**src/rtl/serializer_tx.sv**
```systemverilog
// -----------------------------------------------------------------------------
// serializer_tx
// Parallel-in / serial-out frame transmitter. A word is taken over a
// valid/ready handshake, then shifted out LSB first, one bit per rising edge
// with the bit-strobe high. A single-cycle done pulse marks the end of a frame.
//
// Ports
//   clk          system clock, rising edge
//   reset        asynchronous active-low reset
//   en           bit-strobe; one bit consumed per edge with en=1 while shifting
//   load_valid   parallel word offered
//   load_data    parallel word (WIDTH bits)
//   load_ready   block can accept a word this cycle
//   shift_out    current serial bit (data register bit 0 while shifting)
//   shift_valid  shift_out consumed this cycle (state==SHIFT && en)
//   busy         frame in progress
//   done         single-cycle pulse after the last bit
//
// State | meaning
// ------+-----------------------------------------------
// IDLE  | waiting for a load handshake, outputs quiet
// SHIFT | frame in flight, one bit per enabled edge
// -----------------------------------------------------------------------------
module serializer_tx #(
    parameter int WIDTH = 8
) (
    input  logic             clk,
    input  logic             reset,
    input  logic             en,
    input  logic             load_valid,
    input  logic [WIDTH-1:0] load_data,
    output logic             load_ready,
    output logic             shift_out,
    output logic             shift_valid,
    output logic             busy,
    output logic             done
);

    localparam int CNT_W = (WIDTH > 1) ? $clog2(WIDTH) : 1;
    localparam logic [CNT_W-1:0] LAST_CNT = CNT_W'(WIDTH - 1);

    typedef enum logic {
        ST_IDLE  = 1'b0,
        ST_SHIFT = 1'b1
    } state_t;

    state_t           r_state;
    state_t           w_state_nxt;
    logic [WIDTH-1:0] r_data;
    logic [CNT_W-1:0] r_cnt;
    logic             r_done;
    logic             w_load;
    logic             w_step;
    logic             w_last;

    always_ff @(posedge clk or negedge reset) begin
        if (!reset) begin
            r_state <= ST_IDLE;
        end else begin
            r_state <= w_state_nxt;
        end
    end

    always_comb begin
        w_state_nxt = r_state;
        w_load      = 1'b0;
        w_step      = 1'b0;
        w_last      = 1'b0;
        load_ready  = 1'b0;
        busy        = 1'b0;
        shift_valid = 1'b0;
        shift_out   = 1'b0;
        case (r_state)
            ST_IDLE: begin
                load_ready = 1'b1;
                if (load_valid) begin
                    w_load      = 1'b1;
                    w_state_nxt = ST_SHIFT;
                end
            end
            ST_SHIFT: begin
                busy        = 1'b1;
                shift_out   = r_data[0];
                shift_valid = en;
                if (en) begin
                    w_step = 1'b1;
                    if (r_cnt == LAST_CNT) begin
                        w_last      = 1'b1;
                        w_state_nxt = ST_IDLE;
                    end
                end
            end
            default: begin
                w_state_nxt = ST_IDLE;
            end
        endcase
    end

    always_ff @(posedge clk or negedge reset) begin
        if (!reset) begin
            r_data <= '0;
            r_cnt  <= '0;
            r_done <= 1'b0;
        end else begin
            r_done <= w_last;
            if (w_load) begin
                r_data <= load_data;
                r_cnt  <= '0;
            end else if (w_step) begin
                r_data <= {1'b0, r_data[WIDTH-1:1]};
                // Park the counter at zero after the last bit so it never wraps.
                if (w_last) begin
                    r_cnt <= '0;
                end else begin
                    r_cnt <= r_cnt + CNT_W'(1);
                end
            end
        end
    end

    assign done = r_done;

endmodule
```
**config.mk**
```make
export PLATFORM = sky130hd
export DESIGN_NAME = serializer_tx
export DESIGN_NICKNAME = d
export VERILOG_FILES = /design/src/rtl/serializer_tx.sv
export SDC_FILE = /design/constraint.sdc
export NUM_CORES = 1
export LEC_CHECK = 0
export CORE_AREA = 4 4 42 44
export CTS_CLUSTER_SIZE = 25
export DETAILED_ROUTE_END_ITERATION = 8
export DIE_AREA = 0 0 46 48
export MAX_ROUTING_LAYER = met4
export PLACE_DENSITY_LB_ADDON = 0.3
export REMOVE_ABC_BUFFERS = 1
export SLEW_MARGIN = 20
export SYNTH_ARGS = -nofsm -noshare
export SYNTH_HDL_FRONTEND = slang
export SYNTH_SLANG_ARGS = --single-unit
export TNS_END_PERCENT = 10
```
**constraint.sdc**
```tcl
create_clock -name clk -period 2.6 [get_ports clk]
set_input_delay 0.26 -clock clk [delete_from_list [all_inputs] [get_ports clk]]
set_output_delay 0.26 -clock clk [all_outputs]
set_load 0.01 [all_outputs]
```
# ---- Yosys cells after proc, flatten, opt, wreduce, memory -nomap -nowiden
# Index checks and enable logic that the tools add are counted.
dict set report totals {
  reg_bits 13
  wordCells 27
}
dict set report op_classes {
  addsub 1
  eq_ne 1
  muxes 19
  bitwise 1
  reduce_logical 1
}
# cell count
set ops {}
lappend ops {{$mux 8} 2}
lappend ops {{$mux 1} 13}
lappend ops {{$mux 3} 3}
lappend ops {{$add 3x1->3 const B} 1}
lappend ops {{$eq 3x3->1 const B} 1}
lappend ops {{$pmux 1 s2} 1}
lappend ops {{$reduce_bool 2->1} 1}
lappend ops {{$not 1->1} 1}

# ---- Longest topological paths before layout
# Gate-level depths: netlist (run 1).
dict set report logic_depth {
  ltp_word 7
  mapped_depth 5
  depth_no_buf 5
}

# ---- Worst setup path before layout (run 1)
# OpenSTA, ideal clock, no wires.
dict set report synth_path {
  path_type {reg-to-reg}
  startpoint {register r_cnt[0]}
  endpoint {register r_cnt[2]}
  setup_ns 0.095
  arrival_time_ns 1.087
  slack_ns 1.417
  path_stages_with_launch 5
  period_less_slack_ns 1.183
  cell_sequence {dfrtp_1 -> ha_1 -> ha_1 -> inv_1 -> o32ai_2}
}
dict set report synth_between {
  elab_chain_cells 7
  word_cells_on_any_way 8
  classes_between {add/sub: 1; eq/ne: 1; mux: 6}
}
# element line
set synth_lines {}
lappend synth_lines {{from (decl)} 50} ;# logic [CNT_W-1:0] r_cnt;
lappend synth_lines {{from (signal assigned)} 115} ;# r_cnt <= r_cnt + CNT_W'(1);
lappend synth_lines {{$eq 3x3->1} 87} ;# if (r_cnt == LAST_CNT) begin
lappend synth_lines {{$mux 1} 87}
lappend synth_lines {{$mux 1} 85} ;# if (en) begin
lappend synth_lines {{$mux 1} 73} ;# case (r_state)
lappend synth_lines {{$mux 3 (*)} 112} ;# if (w_last) begin
lappend synth_lines {{$mux 3 (*)} 109} ;# end else if (w_step) begin
lappend synth_lines {{$mux 3 (*)} 106} ;# if (w_load) begin
# Mark *: on every way between the ends. The rest lies on a longest branch, timed or not. The select of a mux whose other input is x is not followed.
# A chain may end at the register's enable or synchronous reset.

# ---- Worst setup path in the final report (run 1)
dict set report layout_path {
  startpoint {input en}
  endpoint {output shift_valid}
}
dict set report layout_between {
  elab_chain_cells 1
}
# element line
set layout_lines {}
lappend layout_lines {{from (decl)} 29} ;# input logic en,
lappend layout_lines {{$mux 1} 73}
lappend layout_lines {{to (decl)} 34} ;# output logic shift_valid,
# Every way passes these cells.

==> results.json, run 1 <==
{
  "crit_type": "input pin to output pin",
  "fin_crit_ns": 1.969,
  "cts_tree": "yes",
  "relSlewSlack_pct": 61.10,
  "ant_nets": 0,
  "initial_core_util_pct": 44.77,
  "dpl.hpwl_um": 930.6,
  "grt_use_total_pct": 13.63,
  "drt_pass1_iterations": 2,
  "crit_path_max_incr_delay_ns": 0.66,
  "power_uw": 738.2,
  "worstRegToRegCells": 5,
  "timing.fmax_ghz": 0.5079,
  "area_growth_pct": 29.18,
  "synth_cells": 62,
  "cp_top_family": "buffers and inverters",
  "io_buffer_count": 16,
  "startpoint_type": "input pin",
  "multi_input_area_um2": 276.5,
  "vdd_ir_drop_max_mv": 0.4443,
  "drc_errors": 0,
  "overflow": 0,
  "min_period_over_period_pct": 75.72,
  "critPathCaptureType": "output pin",
  "cts_buffer_depth": 2,
  "met2_usage_pct": 23.35,
  "tightest_slew_ns": 0.5817,
  "gp_congestion": 0.7275,
  "p_leak_nw": 0.3815,
  "setup_viol": 0,
  "vias": 505,
  "cts_setup_buffers": 0,
  "ctsResizeCount": 0,
  "slew_viol_final": 0,
  "clockRootBuffer": "clkbuf_4",
  "htreeDepth": 1,
  "cts_inserted_buffers": 3,
  "ys_seq_elements": 13,
  "grt_pass1_vias": 508,
  "cap_viol_max_count": 0,
  "wirelength_um": 1217,
  "ys_seq_area_share_pct": 50.58,
  "regArea_um2": 325.3,
  "placementRows": 14,
  "layout.nets": 95,
  "skew_ns": 0.003454,
  "ys.warnings.count": 0,
  "first_iter_violations": 5,
  "use_met1_pct": 14.52,
  "hold_class": "input pin to asynchronous set/reset pin",
  "crit_path_max_fanout": 7,
  "antenna_found_initial": 0,
  "grt_start_max_net_pins": 14,
  "clkTransAtPathRegs_ns": 0.08,
  "worstPathRequired_ns": 2.34,
  "num_antenna_cells": 0,
  "dp.cells": 92,
  "crit_chain": "clkdlybuf4s50_1, nand2_2, inv_1, clkdlybuf4s50_1",
  "critPathArrivalTime_ns": 1.71,
  "finalSetupTns_ns": 0,
  "core_um2": 1436,
  "avgSynthCellArea_um2": 10.37,
  "dpl_worst_slack_ns": 0.6395,
  "synth_area_leaders": "dfrtp_1 (51%), nor2_1 (7.6%), mux2i_1 (6.2%), o22ai_1 (4.9%), ha_1 (3.9%)",
  "synth_area_um2": 643.1,
  "die_h_um": 48,
  "final_cells": 96,
  "hold_buffers": 0,
  "powerDensity_nw_per_um2": 888.6,
  "top_usage_layer": "met2",
  "cts_sinks": 13,
  "vias_per_cell": 5.260,
  "post_drt_wl_per_cell_um": 12.68,
  "met3_usage_pct": 3.383,
  "setup_ws_ns": 0.6312,
  "cp_num_cells": 4,
  "cp_common_cell": "clkdlybuf4s50_1",
  "grt_setup_unrepaired": "no",
  "netlist.area_leader.share_pct": 50.58,
  "cp_slowest_cell": "clkdlybuf4s50_1",
  "fp.dieArea_um2": 2208,
  "fillerInstances": 136,
  "path_buf_inv": 3,
  "clock_latency_ns": 0.27,
  "grt_first_pass_wirelength_um": 2056,
  "synth.largest_area_cell": "dfrtp_1",
  "status": "finished, final reports clean",
  "ys_types": 20,
  "die_w_um": 46,
  "io_pins": 17,
  "drive_gt1_share_pct": 10.00,
  "finalHoldViolCount": 0
}
[final cells by class]
cell class,count,area share (%)
Sequential cell,13,39.16
Multi-Input combinational cell,41,33.28
Tap cell,16,2.410
Clock buffer,4,3.163
Inverter,6,2.711
Timing Repair Buffer,16,19.28
[synth_stat cells]
| library cell | number |
|---|---|
| nor2b_1 | 2 |
| buf_4 | 1 |
| a21oi_1 | 2 |
| and2_1 | 1 |
| nand2_1 | 2 |
| dfrtp_1 | 13 |
| mux2i_1 | 4 |
| inv_1 | 6 |
| ha_1 | 2 |
| o21ai_0 | 2 |
| mux2_4 | 1 |
| nor2_1 | 13 |
| nand2_2 | 1 |
| o32ai_2 | 1 |
| o22ai_1 | 5 |
| buf_6 | 1 |
| nand2b_4 | 1 |
| a211oi_1 | 2 |
| o22ai_2 | 1 |
| and3_1 | 1 |
[layer usage]
metal | routed length (um) | part of all wire [%]
met5 | 0 | 0
met1 | 540 | 44
met3 | 74 | 6.1
met2 | 574 | 47
met4 | 27 | 2.2
[state kept, by name, indices dropped and copies added, names as in the netlist]
| signal | cells |
|---|---|
| done | 1 |
| r_cnt | 3 |
| r_state | 1 |
| r_data | 8 |
[power by group]
part | internal (mW) | total, mW | leakage [nW] | switching, mW
combinational | 0.150 | 0.269 | 0.214 | 0.119
clock | 0.0594 | 0.124 | 0.0150 | 0.0641
sequential | 0.285 | 0.346 | 0.153 | 0.0610
[placed cells by master, fill, tap and decap left out]
master / synthesis / layout
inv_1: 6 / 6
mux2i_1: 4 / 4
a21oi_1: 2 / 2
nor2_1: 13 / 13
o22ai_1: 5 / 5
nand2_1: 2 / 2
ha_1: 2 / 2
clkbuf_4: 0 / 3
o21ai_0: 2 / 2
dfrtp_1: 13 / 13
and2_1: 1 / 1
nand2b_4: 1 / 1
clkbuf_1: 0 / 1
mux2_4: 1 / 1
o22ai_2: 1 / 1
and3_1: 1 / 1
nand2_2: 1 / 1
o32ai_2: 1 / 1
clkdlybuf4s50_1: 0 / 16
a211oi_1: 2 / 2
nor2b_1: 2 / 2
[kinds of logic (layout without fill, tap and decap cells)]
group | count (synthesis) | after routing | synth area share [%]
and+or+nand+nor | 21 | 21 | 15.76
DFF | 13 | 13 | 50.58
adders and majority gates | 2 | 2 | 3.890
AOI/OAI and AO/OA | 13 | 13 | 14.79
buffers and inverters | 8 | 26 | 6.420
muxes | 5 | 5 | 8.560
[stage by stage]
stage | cell area (um^2) | utilization (%) | hold WS, ns
after floorplan | 624.3 | - | -0.03559
after global placement | 804.5 | 56.01 | 0.4866
after detailed placement | 804.5 | 56.01 | 0.4883
after CTS | 830.8 | 57.84 | 0.3752
after global routing | 830.8 | 57.84 | 0.3890
final | 830.8 | 57.84 | 0.3554
[final timing paths]
path | startpoint | to | slack, ns
worst max-delay path | en | shift_valid | 0.63
worst min-delay path | reset | r_data[0]$_DFFE_PN0P_ | 0.36
worst max register to register | r_cnt[0]$_DFFE_PN0P_ | r_cnt[0]$_DFFE_PN0P_ | 1.31
worst min register to register | r_data[3]$_DFFE_PN0P_ | r_data[3]$_DFFE_PN0P_ | 0.50
max in group asynchronous | reset | r_data[3]$_DFFE_PN0P_ | 1.87
min in group clk | r_data[3]$_DFFE_PN0P_ | r_data[3]$_DFFE_PN0P_ | 0.50
Power figures use the tool's default switching activity.
==> run 2, diff against run 1 <==
Settings changed: CORE_AREA 4 4 42 44 to 4 4 43 45, DIE_AREA 0 0 46 48 to 0 0 47 49.
Clock period 2.6 ns to 1.9 ns, I/O delays scaled along.
==> results.json, run 2 (synthesized netlist as in run 1, its figures left out) <==
{
  "layout_commonest_cell": "clkdlybuf4s50_1",
  "final_cells": 97,
  "post_drt_wl_per_cell_um": 12.81,
  "timing.fmax_ghz": 0.5716,
  "largest_register_ffs": 8,
  "grt_setup_unrepaired": "no",
  "core_um2": 1471,
  "worstRegToRegCells": 5,
  "drive_gt1_share_pct": 12.35,
  "vias": 506,
  "cts_setup_buffers": 0,
  "hold_buffers": 0,
  "clockPowerShare_pct": 17.2,
  "worstPathRequired_ns": 1.71,
  "vias_per_cell": 5.216,
  "final_area_um2": 839.6,
  "ant_nets": 0,
  "cts_sinks": 13,
  "io_buffer_count": 16,
  "num_antenna_cells": 0,
  "crit_path_max_fanout": 12,
  "antenna_found_initial": 0,
  "dpl_worst_slack_ns": 0.2994,
  "setup_viol": 0,
  "share_comb_of_total_power_pct": 36.4,
  "finalHoldViolCount": 0,
  "min_period_over_period_pct": 92.07,
  "grt_pass1_vias": 507,
  "area_growth_pct": 30.54,
  "reg_top3": "r_data (8), r_cnt (3)",
  "p_leak_nw": 0.3860,
  "ctsResizeCount": 0,
  "status": "finished, final reports clean",
  "p_seq_share_pct": 46.4,
  "intPower_uw": 677.2,
  "netSwitchingPower_uw": 336.5,
  "first_iter_violations": 2,
  "drc_errors": 0,
  "htreeDepth": 1,
  "fp.dieArea_um2": 2303,
  "finalSetupTns_ns": 0,
  "gp_congestion": 0.7141,
  "cts_inserted_buffers": 3,
  "fin_crit_ns": 1.749,
  "wirelength_um": 1243,
  "dpl.hpwl_um": 912.2,
  "slew_viol_final": 0,
  "clockRootBuffer": "clkbuf_4",
  "regMostFlops": "r_data",
  "layout.nets": 96,
  "cts_buffer_depth": 2,
  "die_w_um": 47,
  "fillerInstances": 147,
  "cts_tree": "yes",
  "grt_first_pass_wirelength_um": 2145,
  "io_pins": 17,
  "setup_ws_ns": 0.1507,
  "relSlewSlack_pct": 61.21,
  "crit_type": "flop to output pin",
  "most-common-layout-cells": "clkdlybuf4s50_1 (16), nor2_1 (13), dfrtp_1 (12)",
  "multi_input_area_um2": 276.5,
  "tightest_slew_ns": 0.5800,
  "grt_start_max_net_pins": 14,
  "startpoint_type": "flop",
  "initial_core_util_pct": 43.71,
  "dpl_cell_area_um2": 812.0,
  "grt_use_total_pct": 13.10,
  "drt_pass1_iterations": 4,
  "vdd_ir_drop_max_mv": 0.6045,
  "p_sw_share_pct": 33.19,
  "critPathCaptureType": "output pin",
  "clkTransAtPathRegs_ns": 0.08,
  "clock_latency_ns": 0.28,
  "hold_class": "input pin to asynchronous set/reset pin",
  "die_h_um": 49,
  "critPathArrivalTime_ns": 1.56,
  "regArea_um2": 326.6,
  "dp.cells": 93,
  "cap_viol_max_count": 0,
  "powerDensity_nw_per_um2": 1207,
  "placementRows": 14,
  "overflow": 0,
  "skew_ns": 0.005225
}
==> run 2: area by class of cell <==
cell class | instances | area share [%]
clock buffer | 4 | 3.130
inverter | 6 | 2.683
multi-input combinational | 41 | 32.94
sequential | 13 | 38.90
tap | 16 | 2.385
timing repair buffer | 17 | 19.97
==> run 2: critical path, stage by stage, from the launching register on <==
cell	delay, ns
dfrtp_2	0.49
nand2_2	0.16
inv_1	0.09
clkdlybuf4s50_1	0.54
==> run 2: power groups by stage <==
stage               combinational [mW]  clock [mW]  sequential, mW
floorplan                        0.243           0           0.460
global placement                 0.358           0           0.474
detailed placement               0.375           0           0.477
CTS                              0.377       0.180           0.471
global route                     0.430       0.194           0.492
finish                           0.369       0.174           0.471
==> run 2: path summary, 6_finish.rpt <==
check | from | endpoint | slack (ns)
worst max-delay path | r_state$_DFF_PN0_ | shift_valid | 0.15
worst min-delay path | reset | done$_DFF_PN0_ | 0.28
worst max register to register | r_cnt[0]$_DFFE_PN0P_ | r_cnt[0]$_DFFE_PN0P_ | 0.61
worst min register to register | r_data[3]$_DFFE_PN0P_ | r_data[3]$_DFFE_PN0P_ | 0.50
max in group asynchronous | reset | r_state$_DFF_PN0_ | 1.21
min in group clk | load_data[7] | r_data[7]$_DFFE_PN0P_ | 0.48
==> run 2: routing by layer <==
layer  wire (um)  vias up  GRT usage (%)
li1            -      248              -
met1         570      243          16.51
met3          97        0          7.011
met2         576       15          19.23
met5           0        -              -
met4           0        0          1.382
==> run 2: metrics by stage <==
step           util [%]  total power, mW  hold WS, ns
2_1_floorplan         -           0.7030      -0.1056
3_3_place_gp      55.19           0.8319       0.4801
3_5_place_dp      55.19           0.8520       0.4921
4_1_cts           56.97            1.029       0.3015
5_1_grt           57.06            1.116       0.3152
6_report          57.06            1.014       0.2751
==> run 3, diff against run 2 <==
Settings changed: CAP_MARGIN set to 20.
==> results of run 3 <==
No change in the layout: final DEF, timing and power equal those of run 2.
